$ cat config.mk
export PLATFORM = sky130hd
export DESIGN_NAME = axi_lite_reg_bank
export DESIGN_NICKNAME = d
export VERILOG_FILES = /design/src/rtl/axi_lite_reg_pkg.sv /design/src/rtl/axi_lite_reg_bank.sv
export SDC_FILE = /design/constraint.sdc
export NUM_CORES = 1
export LEC_CHECK = 0
export CORE_MARGIN = 2
export CORE_UTILIZATION = 41
export DETAILED_ROUTE_END_ITERATION = 6
export HOLD_SLACK_MARGIN = 0.08
export PLACE_DENSITY = 0.82
export SLEW_MARGIN = 25
export SYNTH_ARGS = -nofsm -noshare
export SYNTH_HDL_FRONTEND = slang
export SYNTH_SLANG_ARGS = --single-unit
export TNS_END_PERCENT = 50
$ cat constraint.sdc
create_clock -name axi_clk -period 2.2 [get_ports axi_clk]
set_input_delay 0.44 -clock axi_clk [delete_from_list [all_inputs] [get_ports axi_clk]]
set_output_delay 0.44 -clock axi_clk [all_outputs]
set_load 0.05 [all_outputs]
$ cat src/rtl/axi_lite_reg_pkg.sv
// Shared definitions for AXI4-Lite BAR slaves: response codes and byte-enable merge.
// Latency: none (constants and a pure combinational function).
// Backpressure: not applicable.
package axi_lite_reg_pkg;

  localparam logic [1:0] RESP_OKAY   = 2'b00;
  localparam logic [1:0] RESP_SLVERR = 2'b10;

  // Widest register the merge helper handles; callers zero-extend into it and truncate back.
  localparam int DATA_MAX = 256;
  localparam int STRB_MAX = DATA_MAX / 8;

  // Replace byte k of old_dat with byte k of new_dat wherever strb[k] is set.
  function automatic logic [DATA_MAX-1:0] strb_merge(
    input logic [DATA_MAX-1:0] old_dat,
    input logic [DATA_MAX-1:0] new_dat,
    input logic [STRB_MAX-1:0] strb
  );
    logic [DATA_MAX-1:0] res;
    res = old_dat;
    for (int k = 0; k < STRB_MAX; k++) begin
      if (strb[k]) res[k*8 +: 8] = new_dat[k*8 +: 8];
    end
    return res;
  endfunction

endpackage

$ cat src/rtl/axi_lite_reg_bank.sv
// AXI4-Lite slave register bank: NUM_CFG read/write config regs followed by NUM_STAT read-only status regs.
// Latency: a write commits on the edge that completes the later of AW/W (cfg, pulse, B visible next cycle); R is valid the cycle after AR.
// Backpressure: AW/W stall while their 1-deep hold is full or B is pending; AR stalls while R is pending.
// Ports: axi_clk/axi_rst (sync, active high); AXI4-Lite AW/W/B/AR/R channels (awprot/arprot ignored);
//   cfg_regs (reg i at [i*DATA_WIDTH +: DATA_WIDTH]); cfg_wr_pulse (one bit per cfg reg, 1 cycle on commit);
//   stat_regs (status reg j at [j*DATA_WIDTH +: DATA_WIDTH], sampled on the AR handshake).
module axi_lite_reg_bank
  import axi_lite_reg_pkg::*;
#(
  parameter int ADDR_WIDTH = 6,
  parameter int DATA_WIDTH = 32,
  parameter int NUM_CFG    = 3,
  parameter int NUM_STAT   = 2,
  parameter logic [DATA_WIDTH-1:0] CFG_RST_VAL = '0
) (
  input  logic                           axi_clk,
  input  logic                           axi_rst,
  input  logic [ADDR_WIDTH-1:0]          axi_awaddr,
  input  logic [2:0]                     axi_awprot,
  input  logic                           axi_awvalid,
  output logic                           axi_awready,
  input  logic [DATA_WIDTH-1:0]          axi_wdata,
  input  logic [DATA_WIDTH/8-1:0]        axi_wstrb,
  input  logic                           axi_wvalid,
  output logic                           axi_wready,
  output logic [1:0]                     axi_bresp,
  output logic                           axi_bvalid,
  input  logic                           axi_bready,
  input  logic [ADDR_WIDTH-1:0]          axi_araddr,
  input  logic [2:0]                     axi_arprot,
  input  logic                           axi_arvalid,
  output logic                           axi_arready,
  output logic [DATA_WIDTH-1:0]          axi_rdata,
  output logic [1:0]                     axi_rresp,
  output logic                           axi_rvalid,
  input  logic                           axi_rready,
  output logic [NUM_CFG*DATA_WIDTH-1:0]  cfg_regs,
  output logic [NUM_CFG-1:0]             cfg_wr_pulse,
  input  logic [NUM_STAT*DATA_WIDTH-1:0] stat_regs
);

  localparam int IDX_W  = ADDR_WIDTH - 2;
  localparam int STRB_W = DATA_WIDTH / 8;

  if (NUM_CFG < 1 || NUM_CFG + NUM_STAT > 2**IDX_W || DATA_WIDTH % 8 != 0 || DATA_WIDTH > DATA_MAX)
  begin : g_bad_params
    $error("axi_lite_reg_bank: illegal parameter combination");
  end

  // Low after reset until the first non-reset edge, keeping all readies low while in reset.
  logic                  alive_q;
  logic                  aw_full_q;
  logic                  w_full_q;
  logic [IDX_W-1:0]      aw_idx_q;
  logic [DATA_WIDTH-1:0] w_dat_q;
  logic [STRB_W-1:0]     w_strb_q;
  logic                  bvalid_q;
  logic [1:0]            bresp_q;
  logic                  rvalid_q;
  logic [1:0]            rresp_q;
  logic [DATA_WIDTH-1:0] rdata_q;
  logic [DATA_WIDTH-1:0] cfg_q [NUM_CFG];
  logic [NUM_CFG-1:0]    pulse_q;

  logic                  aw_hs, w_hs, ar_hs, commit, wr_ok;
  logic [IDX_W-1:0]      wr_idx, rd_idx;
  logic [DATA_WIDTH-1:0] wr_dat, rd_dat;
  logic [STRB_W-1:0]     wr_strb;
  logic [1:0]            rd_resp;
  logic [DATA_WIDTH-1:0] wr_merged [NUM_CFG];
  logic                  unused_ok;

  assign unused_ok = ^{axi_awprot, axi_arprot, axi_awaddr[1:0], axi_araddr[1:0]};

  assign axi_awready = alive_q & ~aw_full_q & ~bvalid_q;
  assign axi_wready  = alive_q & ~w_full_q  & ~bvalid_q;
  assign axi_arready = alive_q & ~rvalid_q;
  assign axi_bvalid  = bvalid_q;
  assign axi_bresp   = bresp_q;
  assign axi_rvalid  = rvalid_q;
  assign axi_rresp   = rresp_q;
  assign axi_rdata   = rdata_q;
  assign cfg_wr_pulse = pulse_q;

  for (genvar g = 0; g < NUM_CFG; g++) begin : g_cfg_out
    assign cfg_regs[g*DATA_WIDTH +: DATA_WIDTH] = cfg_q[g];
  end

  assign aw_hs = axi_awvalid & axi_awready;
  assign w_hs  = axi_wvalid  & axi_wready;
  assign ar_hs = axi_arvalid & axi_arready;

  // A held beat takes priority over the bus: the bus side is not ready while its hold is full.
  assign wr_idx  = aw_full_q ? aw_idx_q : axi_awaddr[ADDR_WIDTH-1:2];
  assign wr_dat  = w_full_q  ? w_dat_q  : axi_wdata;
  assign wr_strb = w_full_q  ? w_strb_q : axi_wstrb;
  assign commit  = (aw_full_q | aw_hs) & (w_full_q | w_hs);
  assign wr_ok   = {1'b0, wr_idx} < (IDX_W+1)'(NUM_CFG);

  always_comb begin
    for (int i = 0; i < NUM_CFG; i++) begin
      wr_merged[i] = DATA_WIDTH'(strb_merge(DATA_MAX'(cfg_q[i]), DATA_MAX'(wr_dat), STRB_MAX'(wr_strb)));
    end
  end

  // Read mux; cfg_q here is the pre-commit value when a write commits on the same edge.
  assign rd_idx = axi_araddr[ADDR_WIDTH-1:2];
  always_comb begin
    rd_dat  = '0;
    rd_resp = RESP_SLVERR;
    for (int i = 0; i < NUM_CFG; i++) begin
      if (rd_idx == IDX_W'(i)) begin
        rd_dat  = cfg_q[i];
        rd_resp = RESP_OKAY;
      end
    end
    for (int j = 0; j < NUM_STAT; j++) begin
      if (rd_idx == IDX_W'(NUM_CFG + j)) begin
        rd_dat  = stat_regs[j*DATA_WIDTH +: DATA_WIDTH];
        rd_resp = RESP_OKAY;
      end
    end
  end

  always_ff @(posedge axi_clk) begin
    if (axi_rst) begin
      alive_q   <= 1'b0;
      aw_full_q <= 1'b0;
      w_full_q  <= 1'b0;
      aw_idx_q  <= '0;
      w_dat_q   <= '0;
      w_strb_q  <= '0;
      bvalid_q  <= 1'b0;
      bresp_q   <= RESP_OKAY;
      rvalid_q  <= 1'b0;
      rresp_q   <= RESP_OKAY;
      rdata_q   <= '0;
      pulse_q   <= '0;
      for (int i = 0; i < NUM_CFG; i++) cfg_q[i] <= CFG_RST_VAL;
    end else begin
      alive_q <= 1'b1;
      pulse_q <= '0;

      if (bvalid_q && axi_bready) bvalid_q <= 1'b0;

      // Commit can only occur with B idle, since both holds only fill while bvalid is low.
      if (commit) begin
        aw_full_q <= 1'b0;
        w_full_q  <= 1'b0;
        bvalid_q  <= 1'b1;
        bresp_q   <= wr_ok ? RESP_OKAY : RESP_SLVERR;
        for (int i = 0; i < NUM_CFG; i++) begin
          if (wr_idx == IDX_W'(i)) begin
            cfg_q[i]   <= wr_merged[i];
            pulse_q[i] <= 1'b1;
          end
        end
      end else begin
        if (aw_hs) begin
          aw_full_q <= 1'b1;
          aw_idx_q  <= axi_awaddr[ADDR_WIDTH-1:2];
        end
        if (w_hs) begin
          w_full_q <= 1'b1;
          w_dat_q  <= axi_wdata;
          w_strb_q <= axi_wstrb;
        end
      end

      if (ar_hs) begin
        rvalid_q <= 1'b1;
        rdata_q  <= rd_dat;
        rresp_q  <= rd_resp;
      end else if (rvalid_q && axi_rready) begin
        rvalid_q <= 1'b0;
      end
    end
  end

endmodule

==> reports/summary.txt <==
CRITICAL PATH
--------------------------------------------------------------------------------
Largest delay contributor family on the critical path               buffers and inverters
Maximum fanout encountered on the critical timing path                         4
Slowest Stage Delay on Critical Path                                      800 ps
Crit Reg-Reg Startpoint                                                  alive_q
Logic depth of the worst setup path including buffers                          2
Sequence of cells on the critical path                              buf_4 -> clkdlybuf4s50_1
Startpoint types                                                        register
Worst setup path class                                                reg -> out
Type of destination of the critical path                            primary output
Critical Path Start                                                   axi_bvalid
Depth of the most critical reg-to-reg path                                     5
Data arrival time of the critical path                                   1690 ps
Required @ worst endpoint                                                1760 ps
CP max stage cell                                                   sky130_fd_sc_hd__clkdlybuf4s50_1
Total buffers and inverters traversed by the critical path                     2

CLOCKING
--------------------------------------------------------------------------------
Hold-fix buffers at CTS                                                        0
Clock insertion delay at the later pin of the skew report                 420 ps
CTS max path bufs                                                              2
Clock root buffer                                                   sky130_fd_sc_hd__clkbuf_16
CTS buffer count                                                              17
# clock sinks                                                                178
H-Tree Level Count                                                             4
Clock tree from TritonCTS                                                    yes
Clk pin slew, worst setup/hold paths                                       70 ps

TIMING
--------------------------------------------------------------------------------
Highest clock rate                                                       469 MHz
Post-Route Hold Slack                                                     272 ps
Total count of hold-check failures in the final report                         0
Slew at the pin closest to its max-slew limit                             605 ps
Post-route clock period utilization                                        0.970
Final worst slack                                                        66.4 ps
Max Transition Viols Final                                                     0
Final setup fails                                                              0
Max-Slew Margin vs Limit                                                   0.595
Setup repair after global routing missed its margin                           no
Maximum clock skew at final layout                                       9.77 ps
Final worst path period need                                             2130 ps

FLOORPLAN
--------------------------------------------------------------------------------
Width of the chip                                                         141 µm
Die span in y                                                             141 µm
Ports placed on the boundary                                                 265
Starting density of the core                                               0.422
Core footprint                                                         18100 µm²
Number of rows in the core area                                               49
Die area                                                               19800 µm²

POWER
--------------------------------------------------------------------------------
PD cells                                                              747 nW/µm²
Comb pwr share                                                             0.184
Worst ir drop on vdd                                                  0.000537 V
Final total power                                                        8.37 mW
Sequential group share of total power                                      0.447
Switching share of power                                                   0.272
P_sw                                                                     2.28 mW
Internal Dissipation                                                     6.10 mW
Leakage                                                                  3.97 nW
Clock Power Share                                                          0.369

STATUS
--------------------------------------------------------------------------------
Outcome                                                                completed

SYNTHESIS
--------------------------------------------------------------------------------
Area leader, netlist                                                sky130_fd_sc_hd__edfxtp_1
Share of synthesized registers carrying an async set or reset                  0
Cell types occupying the most area after synthesis                  sky130_fd_sc_hd__edfxtp_1 (38%), sky130_fd_sc_hd__dfxtp_1 (21%), sky130_fd_sc_hd__mux2i_1 (7.5%)
Synthesized area per cell                                               11.2 µm²
Distinct cell type count after synthesis                                      38
Synth warn                                                                     0
Number of flops mapped to enable cells by yosys                               96
Mapped Cells                                                                 685
Top_reg_cell synth                                                  sky130_fd_sc_hd__edfxtp_1
Sequential fraction of the synthesis area                                  0.591
Cell area after synthesis                                               7650 µm²
Flip-flop and latch count after synthesis                                    178
Share of the synthesized area in the top cell type                         0.377

ROUTING
--------------------------------------------------------------------------------
Met3 WL                                                                  1470 µm
Detailed Route WL                                                       23100 µm
1st-iter DRT viols                                                           491
DR DRC count                                                                   0
Antenna Violating Nets Remaining                                               0
Vias per std cell                                                           5.26
Routed wire length on met2                                              10900 µm
First-pass detailed-route iteration total                                      5
Met1 routed wirelength after detailed routing                           10300 µm
Via count                                                                   6225
Average wire per cell in the routed design                               19.5 µm
Top Metal Used                                                              met4

FINAL LAYOUT
--------------------------------------------------------------------------------
Leading cell type in the layout, fill and taps excluded             sky130_fd_sc_hd__clkdlybuf4s50_1
Post-route non-filler standard cell count                                   1184
Area occupied by multi-input gates                                      2850 µm²
Number of nets in the finished design                                       1067
Syn-to-layout area delta                                                   46.5%
Number of diodes                                                               0
Layout cells sized above 1                                                 0.116
Reg area                                                                4530 µm²
Fill cell count                                                             1434
Commonest non-fill, non-tap cells in the layout                     sky130_fd_sc_hd__clkdlybuf4s50_1 (247), sky130_fd_sc_hd__edfxtp_1 (96), sky130_fd_sc_hd__dfxtp_1 (80)

PLACE
--------------------------------------------------------------------------------
Post-Place Setup Slack                                                   -220 ps
Placed insts                                                                1152
Hpwl dp                                                                 17500 µm
Routability-driven placement congestion ratio                              0.900
Quantity of I/O buffers inserted on ports                                    252

GRT
--------------------------------------------------------------------------------
Total Routing Usage GR                                                     0.230
Maximum number of pins on one net before global-route repair                  65
Wire length of the first global-routing pass                            34500 µm
Via count of the first global-routing pass                                  5987
Number of antenna violations at the first check in global routing              0
Congestion Overflow GR                                                         0

WORST HOLD PATH
--------------------------------------------------------------------------------
HP Class                                                               in -> reg
Min-Delay Startpoint                                                     axi_rst
Number of cells on the worst hold path                                         2

JOB
--------------------------------------------------------------------------------
Number of violations of the max-capacitance limit                              0

[worst reg2reg max path, cell delays in order, from the launching register on]
cell and delay, ps:
sky130_fd_sc_hd__dfxtp_1 360, sky130_fd_sc_hd__or2b_1 290, sky130_fd_sc_hd__a21o_1 190, sky130_fd_sc_hd__or4b_1 590, sky130_fd_sc_hd__buf_12 220, sky130_fd_sc_hd__nor2_1 240
[registers in the layout, summed over array words and instances, names as in the netlist]
| signal | flops |
|---|---|
| cfg_q | 96 |
| axi_rdata | 32 |
| w_dat_q | 32 |
| aw_idx_q | 4 |
| w_strb_q | 4 |
| cfg_wr_pulse | 3 |
| alive_q | 1 |
| aw_full_q | 1 |
| axi_bresp | 1 |
| axi_bvalid | 1 |
| axi_rresp | 1 |
| axi_rvalid | 1 |
| w_full_q | 1 |
[cells by family (layout without fill, tap and decap cells)]
family | Yosys count | in the layout | synth area share
simple gates | 200 | 200 | 0.123
compound gates | 173 | 173 | 0.130
mux | 72 | 72 | 0.119
other cells | 1 | 2 | 0.000490
flops | 178 | 178 | 0.591
buf+inv | 61 | 330 | 0.0368
[power groups by stage]
stage	logic [mW]	registers (mW)	clock network, mW
finish	1.54	3.74	3.09
global route	1.61	3.75	3.26
CTS	1.54	3.74	3.14
global placement	1.52	3.81	0
detailed placement	1.54	3.81	0
floorplan	0.464	4.20	0
[cell type report]
| cell class | count | area share |
|---|---|---|
| well taps | 229 | 0.0256 |
| inverters | 3 | 0.00101 |
| clock inverters | 12 | 0.0137 |
| multi-input cells | 447 | 0.254 |
| repair buffers | 295 | 0.262 |
| clock buffers | 20 | 0.0399 |
| flip-flops and latches | 178 | 0.404 |
[per-layer routing]
layer	GRT usage	vias to the layer above
met1	0.315	2936
met3	0.0540	30
met5	0	-
met4	0.0658	0
met2	0.369	242
li1	-	3017
[final timing paths]
kind	end	slack, ps
max	axi_bvalid	70
min	w_strb_q[2]	270
max reg2reg	cfg_q[0][9]	120
min reg2reg	w_dat_q[5]	450
[synth_stat cells (2+ instances only)]
cell	count
sky130_fd_sc_hd__o21ai_0	43
sky130_fd_sc_hd__nand2b_1	21
sky130_fd_sc_hd__buf_6	4
sky130_fd_sc_hd__nor3_1	22
sky130_fd_sc_hd__buf_2	12
sky130_fd_sc_hd__nand3_1	3
sky130_fd_sc_hd__inv_1	3
sky130_fd_sc_hd__o22ai_1	20
sky130_fd_sc_hd__mux4_2	15
sky130_fd_sc_hd__or2b_1	2
sky130_fd_sc_hd__mux2i_1	57
sky130_fd_sc_hd__a21oi_1	74
sky130_fd_sc_hd__o32ai_1	2
sky130_fd_sc_hd__clkbuf_1	38
sky130_fd_sc_hd__nor2_1	46
sky130_fd_sc_hd__dfxtp_1	82
sky130_fd_sc_hd__edfxtp_1	96
sky130_fd_sc_hd__a211oi_1	17
sky130_fd_sc_hd__nand2_1	79
sky130_fd_sc_hd__nand3b_1	2
sky130_fd_sc_hd__nor2b_1	2
sky130_fd_sc_hd__or4b_1	2
sky130_fd_sc_hd__buf_4	2
sky130_fd_sc_hd__a22oi_1	15
sky130_fd_sc_hd__buf_1	2
sky130_fd_sc_hd__nor2_2	12
[through the flow]
step / utilization / TNS [ps] / cell area [µm²]
3_3_place_gp: 0.584 / -12700 / 10600
5_1_grt: 0.617 / 0 / 11200
2_1_floorplan: - / -11690 / 7650
4_1_cts: 0.617 / 0 / 11200
6_report: 0.617 / 0 / 11200
3_5_place_dp: 0.584 / -20710 / 10600
[timing repair]
item                       in CTS  in global routing
gates resized for setup         0                  1
setup buffers                   0                  0
setup endpoints to repair       0                  3
Note: power is estimated with default switching activity, not from simulation.
